[config.mk]
export PLATFORM = sky130hd
export DESIGN_NAME = branch_predictor
export DESIGN_NICKNAME = d
export VERILOG_FILES = /design/src/rtl/branch_predictor.sv
export SDC_FILE = /design/constraint.sdc
export NUM_CORES = 1
export LEC_CHECK = 0
export ABC_AREA = 1
export CORE_MARGIN = 5
export CORE_UTILIZATION = 40
export CTS_CLUSTER_DIAMETER = 100
export DETAILED_ROUTE_END_ITERATION = 16
export PLACE_DENSITY = 0.55
export SLEW_MARGIN = 25
export SYNTH_ARGS = -nofsm -noshare
export SYNTH_HDL_FRONTEND = slang
export SYNTH_SLANG_ARGS = --single-unit
[constraint.sdc]
create_clock -name clk_i -period 4.2 [get_ports clk_i]
set_clock_uncertainty 0.2 [all_clocks]
set_input_delay 0.84 -clock clk_i [delete_from_list [all_inputs] [get_ports clk_i]]
set_output_delay 0.84 -clock clk_i [all_outputs]
set_load 0.1 [all_outputs]
[src/rtl/branch_predictor.sv]
// rtl/branch_predictor.sv - direct-mapped dynamic branch predictor; optional stats via BRANCH_PRED_STATS_EN
module branch_predictor #(
    parameter int ADDR_W  = 32,
    parameter int ENTRIES = 16,
    parameter int CNT_W   = 2,
    parameter int TAG_W   = 8
) (
    input  logic              clk_i,
    input  logic              rst_i,
    input  logic              flush_i,
    input  logic              lookup_valid_i,
    input  logic [ADDR_W-1:0] lookup_pc_i,
    output logic              pred_hit_o,
    output logic              pred_taken_o,
    output logic [ADDR_W-1:0] pred_target_o,
    input  logic              upd_valid_i,
    input  logic [ADDR_W-1:0] upd_pc_i,
    input  logic              upd_taken_i,
    input  logic [ADDR_W-1:0] upd_target_i,
    input  logic              upd_mispredict_i,
    output logic [31:0]       lookup_cnt_o,
    output logic [31:0]       upd_cnt_o,
    output logic [31:0]       mispred_cnt_o
);

    localparam int IDX_W = $clog2(ENTRIES);
    localparam logic [CNT_W-1:0] CNT_MAX   = '1;
    localparam logic [CNT_W-1:0] CNT_ALLOC = CNT_W'(1 << (CNT_W - 1));
    localparam logic [CNT_W-1:0] CNT_RST   = CNT_W'((1 << (CNT_W - 1)) - 1);

    logic              valid_q  [ENTRIES];
    logic [TAG_W-1:0]  tag_q    [ENTRIES];
    logic [ADDR_W-1:0] target_q [ENTRIES];
    logic [CNT_W-1:0]  cnt_q    [ENTRIES];

    logic [IDX_W-1:0] lk_idx;
    logic [TAG_W-1:0] lk_tag;
    logic [IDX_W-1:0] up_idx;
    logic [TAG_W-1:0] up_tag;
    logic             up_hit;
    logic [CNT_W-1:0] cnt_next;
    logic             unused;

    assign lk_idx = lookup_pc_i[IDX_W+1:2];
    assign lk_tag = lookup_pc_i[IDX_W+TAG_W+1:IDX_W+2];
    assign up_idx = upd_pc_i[IDX_W+1:2];
    assign up_tag = upd_pc_i[IDX_W+TAG_W+1:IDX_W+2];

    // Lookup reads the registered table only, so a same-cycle update is never bypassed
    assign pred_hit_o    = valid_q[lk_idx] && (tag_q[lk_idx] == lk_tag);
    assign pred_taken_o  = pred_hit_o && cnt_q[lk_idx][CNT_W-1];
    assign pred_target_o = pred_taken_o ? target_q[lk_idx] : lookup_pc_i + ADDR_W'(4);

    assign up_hit = valid_q[up_idx] && (tag_q[up_idx] == up_tag);

    always_comb begin
        cnt_next = cnt_q[up_idx];
        if (upd_taken_i) begin
            if (cnt_q[up_idx] != CNT_MAX) begin
                cnt_next = cnt_q[up_idx] + CNT_W'(1);
            end
        end else if (cnt_q[up_idx] != '0) begin
            cnt_next = cnt_q[up_idx] - CNT_W'(1);
        end
    end

    always_ff @(posedge clk_i or posedge rst_i) begin
        if (rst_i) begin
            for (int i = 0; i < ENTRIES; i++) begin
                valid_q[i] <= 1'b0;
                cnt_q[i]   <= CNT_RST;
            end
        end else if (flush_i) begin
            for (int i = 0; i < ENTRIES; i++) begin
                valid_q[i] <= 1'b0;
                cnt_q[i]   <= CNT_RST;
            end
        end else if (upd_valid_i) begin
            if (up_hit) begin
                cnt_q[up_idx] <= cnt_next;
            end else if (upd_taken_i) begin
                valid_q[up_idx] <= 1'b1;
                cnt_q[up_idx]   <= CNT_ALLOC;
            end
        end
    end

    // Tags and targets only matter behind a set valid bit, so they carry no reset
    always_ff @(posedge clk_i) begin
        if (!flush_i && upd_valid_i && upd_taken_i) begin
            tag_q[up_idx]    <= up_tag;
            target_q[up_idx] <= upd_target_i;
        end
    end

`ifdef BRANCH_PRED_STATS_EN
    logic [31:0] lookup_cnt_q;
    logic [31:0] upd_cnt_q;
    logic [31:0] mispred_cnt_q;

    always_ff @(posedge clk_i or posedge rst_i) begin
        if (rst_i) begin
            lookup_cnt_q  <= '0;
            upd_cnt_q     <= '0;
            mispred_cnt_q <= '0;
        end else begin
            if (lookup_valid_i) begin
                lookup_cnt_q <= lookup_cnt_q + 32'd1;
            end
            if (upd_valid_i) begin
                upd_cnt_q <= upd_cnt_q + 32'd1;
            end
            if (upd_valid_i && upd_mispredict_i) begin
                mispred_cnt_q <= mispred_cnt_q + 32'd1;
            end
        end
    end

    assign lookup_cnt_o  = lookup_cnt_q;
    assign upd_cnt_o     = upd_cnt_q;
    assign mispred_cnt_o = mispred_cnt_q;
    assign unused        = ^{lookup_pc_i, upd_pc_i};
`else
    assign lookup_cnt_o  = '0;
    assign upd_cnt_o     = '0;
    assign mispred_cnt_o = '0;
    assign unused        = ^{lookup_pc_i, upd_pc_i, lookup_valid_i, upd_mispredict_i};
`endif

endmodule

Word level (Yosys, flattened, before mapping)
Memory sizes are Yosys's and may differ from the RTL's.
Cells that the tools add are included.
{"block": "classes", "eq_ne": 4, "reduce_logical": 13, "bitwise": 6, "addsub": 3, "order_cmp": 3, "muxes": 31}
{"operator": "$mux 32", "n": 5}
{"operator": "$mux 16", "n": 4}
{"operator": "$add 32x3->32 const B", "n": 1}
{"operator": "$bwmux 32", "n": 1}
{"operator": "$or 16x16->16", "n": 2}
{"operator": "$and 16x16->16", "n": 1}
{"operator": "$bmux 2 s4", "n": 2}
{"operator": "$eq 8x8->1", "n": 2}
{"operator": "$mux 2", "n": 8}
{"operator": "$not 16->16", "n": 1}
{"operator": "$ge 5x5->1 const B", "n": 2}
{"operator": "$not 4->5", "n": 2}
{"operator": "$bmux 1 s4", "n": 2}
{"operator": "$demux 2 s4", "n": 1}
{"operator": "$mux 1", "n": 7}
{"operator": "$logic_and 1x1->1", "n": 6}
{"operator": "$reduce_bool 2->1", "n": 3}
{"operator": "$lt 5x1->1 const B", "n": 1}
{"operator": "$demux 1 s4", "n": 1}
{"operator": "$ne 2x2->1 const B", "n": 2}
{"operator": "$reduce_and 3->1", "n": 1}
{"operator": "$reduce_bool 3->1", "n": 1}
{"operator": "$add 2x1->2 const B", "n": 1}
{"operator": "$reduce_and 2->1", "n": 1}
{"operator": "other kinds (2)", "n": 2}
{"block": "word_totals", "elab_cells": 94, "ram_bits": 640, "regBits": 48, "output_inout_bits": 130, "mem_count": 2, "in_bits": 103}
{"memory": "target_q", "depth": 16, "width": 32, "rd": 1, "rd_clocked_by_memory_dff": 0, "wr": 1, "line_no": "33", "rtl": "logic [ADDR_W-1:0] target_q [ENTRIES];"}
{"memory": "tag_q", "depth": 16, "width": 8, "rd": 2, "rd_clocked_by_memory_dff": 0, "wr": 1, "line_no": "32", "rtl": "logic [TAG_W-1:0] tag_q [ENTRIES];"}

Logic depth before layout (Yosys ltp)
{"block": "depth", "depth_word": 11, "mapped_depth": 21, "depth_no_buf": 18}

Worst setup path after synthesis
Ideal clock, no wire load.
{"block": "synth_timing", "path_type": "in2out", "startpoint": "in lookup_pc_i[4]", "endpoint": "out pred_target_o[26]", "slack_ns": -0.052, "arrival_time_ns": 3.212, "cell_stages": 15, "cell_sequence": "buf_2 > nand2_1 > inv_2 > buf_4 > nand2_1 > nor3_1 > nand2_1 > nor3_2 > nand2_1 > nor2_1 > nand3_1 > nor2_1 > xor2_1 > nand2_1 > nand2_1"}
{"block": "synth_via", "elab_chain_len": 7, "word_cells_on_any_way": 14, "cone_classes": "add/sub (1); eq/ne (1); mux (7); bitwise (1); reduce/logical (2); memory (2)"}
{"item": "start: declaration", "line_no": "12", "rtl": "input logic [ADDR_W-1:0] lookup_pc_i,"}
{"item": "parallel branches: the longest is 6 deep, another holds $add 32x3->32"}
{"item": "$mux 32 (*)", "line_no": "52", "rtl": "assign pred_target_o = pred_taken_o ? target_q[lk_idx] : lookup_pc_i + ADDR_W'(4);"}
{"item": "end: declaration", "line_no": "15", "rtl": "output logic [ADDR_W-1:0] pred_target_o,"}
Mark *: on every way between the ends. The select of a mux whose other input is x is not followed.

Worst setup path after layout
{"block": "layout_timing", "startpoint": "in lookup_pc_i[2]", "endpoint": "out pred_target_o[23]"}
Same word-level chain as after synthesis.

==> impl_metrics.yaml <==
outcome:
  status: "finished with violations"
  violations: "negative setup slack"
flow_run:
  maxCapViolCount: 0
clock_tree:
  root_buffer: "clkbuf_16"
  cts.clk_slew.worst_paths_ps: 50
  clock_sinks: 688
  cts-buffers-inserted: 77
  hold_buffers: 0
  clkLatencyLatePin_ps: 620
  tritoncts: "yes"
  ctsHtreeMaxLevel: 3
  clock_path_buffers: 3
logic_synthesis:
  syn_inst: 3220
  synthTopCellsByCount: "nand2_1 (723), edfxtp_1 (640), nor2_1 (440)"
  ys_types: 43
  yosysTopAreaCellShare_pct: 59.4
  synth_edf_count: 640
  synth_area_leaders: "edfxtp_1 (59%), nand2_1 (8.4%), o21ai_0 (5.8%), nor2_1 (5.1%), nand3_1 (2.6%)"
  ys.flop_type: "edfxtp_1"
  ys_ff_latch: 688
  synth-async-reset-ratio_pct: 6.98
  synth.most_common_cell: "nand2_1"
  synth_warnings: 0
  syn_area_mm2: 0.0323
  avgSynthCellArea_um2: 10.0
  synth_top_area_cell: "edfxtp_1"
  seq_area_frac_synth_pct: 63.2
min_path:
  hold_class: "flop to flop"
  hold_start: "cnt_q[8]"
  min_to: "cnt_q[8]"
  hold_depth: 2
critical_path:
  r2r-start: "cnt_q[31]"
  cp.required_ps: 3160
  critPathLaunch: "lookup_pc_i[2]"
  r2r-end: "cnt_q[31]"
  cp_max_fo: 9
  end_kind: "output port"
  path_class: "primary input to output port"
  regToRegSetupSlack_ps: 1290
  r2r_cells: 14
  crit_path_start_kind: "primary input"
  critPathArrivalTime_ps: 3230
floorplan:
  io_pins: 233
  start_util_pct: 40.3
  rows: 104
  die_width_um: 294
  dieHeight_um: 294
  core-area_mm2: 0.0803
  die_area_mm2: 0.0866
routing:
  num_vias: 25500
  first_iter_violations: 2791
  wl_per_cell_um: 23.8
  drt-total-wl_um: 108000
  via_per_inst: 5.59
  drc: 0
  ant_nets: 0
  dr.pass1.iters: 6
global_route:
  overflow: 0
  grt_max_degree: 115
  first_global_vias: 24300
  grt_pass1_wl_um: 158000
  antenna_found_initial: 9
  grt.total_usage_pct: 24.1
power:
  p_leak_nw: 14.7
  powerDensity_mw_per_mm2: 417
  peakVddDrop_v: 0.000276
timing:
  relSlewSlack_pct: 38.1
  setup_viol: 19
  fin_crit_ps: 4270
  period_share_pct: 102
  rsz0062_at_grt: "yes"
  tightest_slew_ps: 929
  fmax_mhz: 234
  hold_viol_final: 0
  fin_ws_ps: -74.8
  slew_viol_final: 0
layout:
  fillers: 7141
  final_util_pct: 49.2
  nNetsFinal: 3544
  syn_to_final_growth_pct: 22.2
  drive_above_1_share_pct: 15.7
place:
  port_buffers: 114
  pre_cts_ws_ps: -621
  gp_congestion: 0.901
  place_hpwl_um: 62900
-- report_power, final --
part,internal (mW),total [mW],switching (mW),leakage [nW]
logic,0.603,2.22,1.61,7.18
clock network,3.90,6.63,2.72,1.18
registers,7.59,7.63,0.0447,6.37
-- registers in the layout (all words and copies together) (netlist names) --
signal,cells
cnt_q,32
tag_q,128
target_q,512
valid_q,16
-- per-layer routing --
metal,vias up,wire length [um],global-route usage (%)
met5,-,92,0
met4,12,3330,6.75
met3,213,8960,4.78
met2,1132,49700,38.0
met1,12600,46400,34.4
li1,11600,-,-
-- layout by cell type (no fill, tap or decap), drive strengths merged, types with 32 or more instances in the layout --
master           n
o22ai           86
o21ai          400
edfxtp         640
a21oi           51
clkdlybuf4s50   66
inv            136
dfrtp           32
conb            96
nand4           78
clkbuf         102
o221ai          50
nand3          172
buf            262
nand2          728
o211ai          33
nor2           446
-- timing repair --
| action | CTS | global route |
|---|---|---|
| pin swaps | 30 | 34 |
| setup endpoints to repair | 34 | 34 |
| gates cloned | 5 | 3 |
| buffers inserted | 13 | 9 |
| gates resized for setup | 117 | 82 |
-- through the flow --
step	setup TNS (ps)	power, mW	hold slack, ps	cell area [um2]	std cells
2_1_floorplan	0	9.14	242	32700	3315
3_3_place_gp	-15180	9.84	258	36100	4391
3_5_place_dp	-15530	9.87	258	36100	4391
4_1_cts	-375	16.5	268	39100	4548
5_1_grt	-5900	17.1	292	39500	4560
6_report	-754	16.5	266	39500	4563
-- worst max path at each step --
stage / slack (ps) / depth (start not counted) / endpoint
finish: -70 / 18 / pred_target_o[23]
CTS: -50 / 16 / pred_target_o[26]
detailed placement: -620 / 14 / pred_target_o[7]
floorplan: 6 / 14 / pred_target_o[31]
global placement: -620 / 14 / pred_target_o[22]
global route: -230 / 19 / pred_target_o[23]
-- critical path: stages --
cell	delay [ps]
buf_16	150
buf_16	160
buf_12	130
nor2_2	70
nor2_1	40
o21ai_1	90
o211ai_1	120
nand3_2	160
nand2_2	70
nand2_2	80
nand4_1	190
nor3_4	270
nand3_4	190
buf_12	210
buf_12	150
nand2_1	70
nand2_2	70
buf_12	170
-- kinds of logic (layout without fill, tap and decap cells) --
kind of cell | Yosys count | in the layout | synth area share, %
compound gates | 627 | 627 | 11.0
xor+xnor | 28 | 28 | 0.759
fa+ha+maj | 1 | 1 | 0.0387
buf+inv | 430 | 615 | 6.54
flops | 688 | 688 | 63.2
other cells | 1 | 99 | 0.0116
simple gates | 1445 | 1445 | 18.5
-- area by class of cell --
class	instances	area, um2	area share [%]
Sequential cell	688	20400	51.7
Multi-Input combinational cell	2197	10700	27.2
Timing Repair Buffer	340	3970	10.1
Clock buffer	99	2020	5.11
Tap cell	1060	1330	3.36
Inverter	134	529	1.34
Clock inverter	40	440	1.11
Timing Repair inverter	2	41.3	0.105
Antenna cell	3	7.51	0.0190
(Power assumes the default switching activity.)
